[config.mk]
export PLATFORM = sky130hd
export DESIGN_NAME = acc_uart_tx
export DESIGN_NICKNAME = d
export VERILOG_FILES = /design/src/rtl/acc_uart_tx.sv
export SDC_FILE = /design/constraint.sdc
export NUM_CORES = 1
export LEC_CHECK = 0
export ABC_AREA = 1
export CAP_MARGIN = 30
export CORE_MARGIN = 8
export CORE_UTILIZATION = 45
export DETAILED_ROUTE_END_ITERATION = 12
export GPL_TIMING_DRIVEN = 1
export PLACE_DENSITY = 0.69
export SLEW_MARGIN = 0
export SYNTH_ARGS = -nofsm -noshare
export SYNTH_HDL_FRONTEND = slang
export SYNTH_SLANG_ARGS = --single-unit
[constraint.sdc]
create_clock -name clk -period 2.04 [get_ports clk]
set_input_delay 0.204 -clock clk [delete_from_list [all_inputs] [get_ports clk]]
set_output_delay 0.204 -clock clk [all_outputs]
set_load 0.005 [all_outputs]
[src/rtl/acc_uart_tx.sv]
// acc_uart_tx: transmits a DB-bit accumulator word as DB/8 back-to-back
// 8N1 UART frames, least-significant byte first, LSB first within each byte.
//
// Ports
//   clk     : single clock, all state updates on its rising edge
//   reset   : asynchronous, active-high reset
//   Entrada : word to transmit, captured only when Start is accepted in IDLE
//   Start   : transmit request, level-sampled each rising edge
//   Tx      : registered serial line, idle high
//   Busy    : registered, high while the FSM is outside IDLE
//   Done    : one-cycle pulse in the first IDLE cycle after the last stop bit
module acc_uart_tx #(
  parameter int DB           = 16,
  parameter int CLKS_PER_BIT = 5208
) (
  input  logic          clk,
  input  logic          reset,
  input  logic [DB-1:0] Entrada,
  input  logic          Start,
  output logic          Tx,
  output logic          Busy,
  output logic          Done
);

  localparam int NBYTES = DB / 8;
  localparam int CW     = $clog2(CLKS_PER_BIT);
  localparam int BW     = (NBYTES > 1) ? $clog2(NBYTES) : 1;

  localparam logic [CW-1:0] BAUD_LAST = CW'(CLKS_PER_BIT - 1);
  localparam logic [BW-1:0] BYTE_LAST = BW'(NBYTES - 1);

  typedef enum logic [1:0] {
    IDLE,
    START_BIT,
    DATA,
    STOP_BIT
  } state_t;

  state_t          state, state_d;
  logic [CW-1:0]   baud, baud_d;
  logic [2:0]      bit_idx, bit_idx_d;
  logic [BW-1:0]   byte_idx, byte_idx_d;
  logic [DB-1:0]   shadow, shadow_d;
  logic            tx_d, busy_d, done_d;
  logic            baud_end;
  logic [7:0]      cur_byte;

  always_comb begin
    state_d    = state;
    baud_d     = baud;
    bit_idx_d  = bit_idx;
    byte_idx_d = byte_idx;
    shadow_d   = shadow;
    done_d     = 1'b0;
    tx_d       = 1'b1;
    baud_end   = (baud == BAUD_LAST);
    // The shadow is shifted down one byte per completed byte, so the byte
    // being sent always sits in the low 8 bits.
    cur_byte   = shadow[7:0];

    // Tx follows the current state, so it lags the state register by one
    // cycle: it falls on the edge after the one that accepted Start.
    case (state)
      IDLE:      tx_d = 1'b1;
      START_BIT: tx_d = 1'b0;
      DATA:      tx_d = cur_byte[bit_idx];
      STOP_BIT:  tx_d = 1'b1;
      default:   tx_d = 1'b1;
    endcase

    case (state)
      IDLE: begin
        if (Start) begin
          shadow_d   = Entrada;
          bit_idx_d  = '0;
          byte_idx_d = '0;
          baud_d     = '0;
          state_d    = START_BIT;
        end
      end
      START_BIT: begin
        if (baud_end) begin
          baud_d    = '0;
          bit_idx_d = '0;
          state_d   = DATA;
        end else begin
          baud_d = baud + 1'b1;
        end
      end
      DATA: begin
        if (baud_end) begin
          baud_d = '0;
          if (bit_idx == 3'd7) begin
            state_d = STOP_BIT;
          end else begin
            bit_idx_d = bit_idx + 3'd1;
          end
        end else begin
          baud_d = baud + 1'b1;
        end
      end
      STOP_BIT: begin
        if (baud_end) begin
          baud_d = '0;
          if (byte_idx == BYTE_LAST) begin
            state_d = IDLE;
            done_d  = 1'b1;
          end else begin
            byte_idx_d = byte_idx + 1'b1;
            shadow_d   = shadow >> 8;
            bit_idx_d  = '0;
            state_d    = START_BIT;
          end
        end else begin
          baud_d = baud + 1'b1;
        end
      end
      default: begin
        state_d = IDLE;
      end
    endcase

    // Busy tracks the state register exactly, so it is derived from the
    // next state rather than the current one.
    busy_d = (state_d != IDLE);
  end

  always_ff @(posedge clk or posedge reset) begin
    if (reset) begin
      state    <= IDLE;
      baud     <= '0;
      bit_idx  <= '0;
      byte_idx <= '0;
      shadow   <= '0;
      Tx       <= 1'b1;
      Busy     <= 1'b0;
      Done     <= 1'b0;
    end else begin
      state    <= state_d;
      baud     <= baud_d;
      bit_idx  <= bit_idx_d;
      byte_idx <= byte_idx_d;
      shadow   <= shadow_d;
      Tx       <= tx_d;
      Busy     <= busy_d;
      Done     <= done_d;
    end
  end

endmodule

# == Word-level counts from Yosys, hierarchy flattened ==
# Index checks and enable logic that the tools add are counted.
# word_totals
elab_cells,62
register_bits,38
output_inout_bits,3
# op_classes
reduce_logical,8
n_eq_ne,11
n_lt_le_gt_ge,1
add_sub_neg,3
n_mux,31
# op_table
op,count
2-to-1 mux 16 bit,3
case mux 16 bit (2 select lines),1
2-to-1 mux 13 bit,2
case mux 13 bit (2 select lines),1
2-to-1 mux 3 bit,6
adder 13 x 1 -> 13 bit (second input constant),1
equality test 13 bit (second input constant),1
!= test 2 bit (second input constant),6
case mux 3 bit (4 select lines),1
2-to-1 mux 2 bit,5
2-to-1 mux 1 bit,8
case mux 2 bit (4 select lines),1
AND reduction 6 bit,1
equality test 2 bit (second input constant),2
< comparator 3 x 4 -> 1 bit (second input constant),1
AND reduction 4 bit,1
nonzero test 2 bit,2
adder 3 x 1 -> 3 bit (second input constant),1
binary-select mux 1 bit (select 3 bit),1
equality test 3 bit (second input constant),1
case mux 1 bit (3 select lines),1
AND reduction 3 bit,1
OR reduction 3 bit,1
equality test 2 x 1 -> 1 bit (second input constant),1
other kinds (4),4

# == Depth between registers and ports, before layout ==
# depth
ltp_word,5
ltp_mapped,11

# == Worst setup path before layout ==
# OpenSTA, ideal clock, no wires.
# synth_path
path_kind,register to register
from,register state[1]
to,register shadow[0]
setup_slack_ps,384
t_arrival_ps,1539
setup_ps,117
period_less_slack_ps,1656
stages_incl_launch_ff,11
n_path_buf,1
cell_sequence,dfrtp_1 > inv_1 > ha_1 > inv_1 > nor2_1 > nor2_1 > nand3_4 > inv_4 > buf_8 > nand2_2 > o21ai_2
# synth_between
elab_chain_len,3
word_cells_on_any_way,8
classes_between,4 x eq/ne; 1 x mux; 3 x reduce/logical
# synth_rtl
element,line_no,rtl
"start, declared",39,"state_t state, state_d;"
"start signal, assigned",139,state <= state_d;
equality test 2 bit / logical NOT 2 bit (equally long branches),71,case (state)
!= test 2 bit (no source line) / nonzero test 2 bit (equally long branches),n/a,
AND reduction 4 bit (no source line),n/a,
"end signal, assigned",143,shadow <= shadow_d;
"end, declared",43,"logic [DB-1:0] shadow, shadow_d;"
# Parallel ways exist; a longest one is shown, timed or not.
# A chain may end at the register's enable or synchronous reset.

# == Final worst setup path ==
# layout_path
from,register state[1]
to,register baud[6]
# layout_between
elab_chain_len,3
word_cells_on_any_way,7
classes_between,4 x eq/ne; 1 x mux; 2 x reduce/logical
# layout_rtl
element,line_no,rtl
equality test 2 bit / equality test 2 x 1 -> 1 bit (equally long branches),71,
OR reduction 3 bit (no source line),n/a,
case mux 13 bit (2 select lines),71,
"end signal, assigned",140,baud <= baud_d;
"end, declared",40,"logic [CW-1:0] baud, baud_d;"
# Parallel ways exist; a longest one is shown, timed or not.

==> impl_metrics.toml <==
[detailed_routing]
drc = 0
first_iter_violations = 120
ant_nets = 0
via_per_inst = 4.91
wl_per_cell_um = 12.1
first_pass_iters = 5
routed_wl_um = 4780
vias = 1941

[final_layout]
post-route-util_pct = 55.5
areaGrowthSynthToFinish_pct = 18.5
final_design_area_no_fill_um2 = 2640
nets = 355
antenna_cells = 0
drive_above_1_share_pct = 8.84

[logic_synthesis]
synthTopCellsByArea = "dfrtp_1, nand2_1, inv_1"
syn-instance-count = 300
avgSynthCellArea_um2 = 7.42
yosysWarningCount = 0
synth_nets = 327
synth_top_cell_area_share_pct = 41.6
ys_seq_area_share_pct = 42.8
ys_ff_latch = 38
synth_area_um2 = 2230
synth_top_area_cell = "dfrtp_1"
synth_cell_type_count = 33

[sta]
tns_ns = 0
finalHoldViolCount = 0
finalCritPeriodShare_pct = 89.0
relSlewSlack_pct = 68.0
fmax_mhz = 551
fin_hold_ws_ns = 0.329
fin_crit_ns = 1.82
rsz0062_at_grt = "no"
setup_viol = 0
fin_skew_ns = 0.00457
slew_violations = 0
tightestPinTransition_ns = 0.480

[floorplan]
die_y_um = 86.4
core_area_um2 = 4750
ios = 22
die_w_um = 86.4
die_area_um2 = 7460
start_util_pct = 46.8
num_rows = 25

[clock_tree]
postCtsSetupBuffers = 0
clk_pin_slew_ns = 0.08
postCtsResizedCells = 0
clk_latency_ns = 0.29
clock_path_buffers = 2
cts_tree = "done"
cts_made_buffers = 5
clock-sinks = 38
root_buffer = "clkbuf_8"
h-tree-depth = 2
hold_buffers = 0

[global_route]
grt_pass1_wl_um = 8560
grt_pass1_vias = 1890
grtUsageTotal_pct = 14.1
grt-ovfl-total = 0
antenna_found_initial = 0
grt_max_degree = 39

[worst_setup_path]
critical_path.startpoint = "state[1]"
endpoint = "baud[6]"
r2r_slack_ns = 0.22
cp.required_ns = 2.24
reg2reg_depth = 7
crit_path_max_fanout = 10
path_class = "reg -> reg"
critPathArrivalTime_ns = 2.01
r2r_end = "baud[6]"
start_kind = "register"
r2r-start = "state[1]"
end_kind = "register"

[power_and_ir_drop]
power_leakage_nw = 1.27
peakVddDrop_mv = 0.374
power_mw = 1.47
powerDensity_nw_per_um2 = 556

[place]
post-dp-hpwl_um = 3600
placed_area_um2 = 2520
portBuffers = 21
gp_congestion = 0.893

[run_status]
status = "completed"

[flow_run]
cap_violations = 0

[hold_path]
hold_path_class = "in -> async"
## per-stage QoR
step	setup slack, ns	std cells
after floorplan	0.384	300
after global placement	0.282	388
after detailed placement	0.162	388
after CTS	0.144	395
after global routing	0.0456	395
final	0.224	395
## cell type report
| type | count | area [um^2] |
|---|---|---|
| sequential | 38 | 952 |
| clock inverter | 1 | 30.0 |
| inverter | 35 | 134 |
| tap | 67 | 83.8 |
| timing repair buffer | 27 | 255 |
| multi-input combinational | 221 | 1100 |
| clock buffer | 6 | 82.6 |
| fill | 463 | 2120 |
## where the power goes
group | internal, mW | switching (mW) | leakage [nW]
clock | 0.391 | 0.261 | 0.0573
sequential | 0.753 | 0 | 0.460
combinational | 0.0362 | 0.0269 | 0.754
total | 1.18 | 0.288 | 1.27
## worst min-delay path by stage
stage / startpoint / depth (start not counted) / end
finish: reset / 3 / shadow[10]
global route: reset / 3 / bit_idx[2]
CTS: reset / 3 / baud[3]
detailed placement: shadow[4] / 2 / shadow[4]
global placement: shadow[4] / 2 / shadow[4]
floorplan: Entrada[10] / 2 / shadow[10]
## layout by cell type (no fill, tap or decap), drive strengths merged
cell type	Yosys	final
o22ai	4	4
o32ai	1	1
nor3	2	2
o31ai	1	1
nand2	111	111
dfrtp	37	37
bufinv	0	1
clkbuf	3	6
nor2	24	24
xor2	2	2
o211ai	2	2
a21oi	7	7
clkinv	2	2
inv	33	33
nand4	6	6
o21ai	25	25
clkdlybuf4s50	0	21
and3	1	1
nand3	24	24
buf	3	6
a22oi	1	1
nand3b	1	1
a22o	1	1
dfstp	1	1
ha	8	8
## synth_stat cells
master / count
nand2_2: 5
o211ai_1: 2
a22oi_1: 1
nor2_1: 23
xor2_1: 2
o22ai_1: 4
o31ai_1: 1
nand2_4: 1
inv_4: 1
a21oi_1: 7
buf_2: 1
clkinv_1: 2
nand4_1: 6
inv_1: 30
o21ai_2: 2
inv_2: 2
o21ai_1: 13
nand3_1: 22
clkbuf_1: 3
nand3b_1: 1
nand3_4: 2
nand2_1: 105
ha_1: 8
nor3_1: 2
and3_1: 1
o21ai_0: 10
buf_8: 1
nor2_4: 1
a22o_1: 1
o32ai_1: 1
buf_6: 1
dfrtp_1: 37
dfstp_2: 1
## flip-flops by register name (all words and copies together), names as in the netlist
| signal | cells |
|---|---|
| shadow | 16 |
| baud | 13 |
| bit_idx | 3 |
| state | 2 |
| Busy | 1 |
| Done | 1 |
| Tx | 1 |
| byte_idx | 1 |
## metal layers
| metal | wire [um] | part of all wire, % | global-route usage [%] | up-vias |
|---|---|---|---|---|
| li1 | - | - | - | 1021 |
| met1 | 2320 | 49 | 18.6 | 880 |
| met2 | 2210 | 46 | 21.6 | 38 |
| met3 | 218 | 4.6 | 4.16 | 2 |
| met4 | 29 | 0.61 | 4.07 | 0 |
| met5 | 0 | 0 | 0 | - |
## kinds of logic after synthesis
family	synth area share, %
buffers and inverters	7.92
AO/OA/AOI/OAI	10.8
adder cells (fa/ha/maj)	4.49
XOR/XNOR	0.787
flip-flops	42.8
AND/OR/NAND/NOR	33.3
## worst max-delay path, stage by stage, from the launching register on
cell and delay [ns]:
dfrtp_1 0.44, inv_1 0.15, ha_1 0.20, inv_1 0.07
nor2_1 0.15, buf_4 0.18, clkinv_1 0.27, o21ai_0 0.27
No activity file was read; power rests on OpenSTA's default activity.
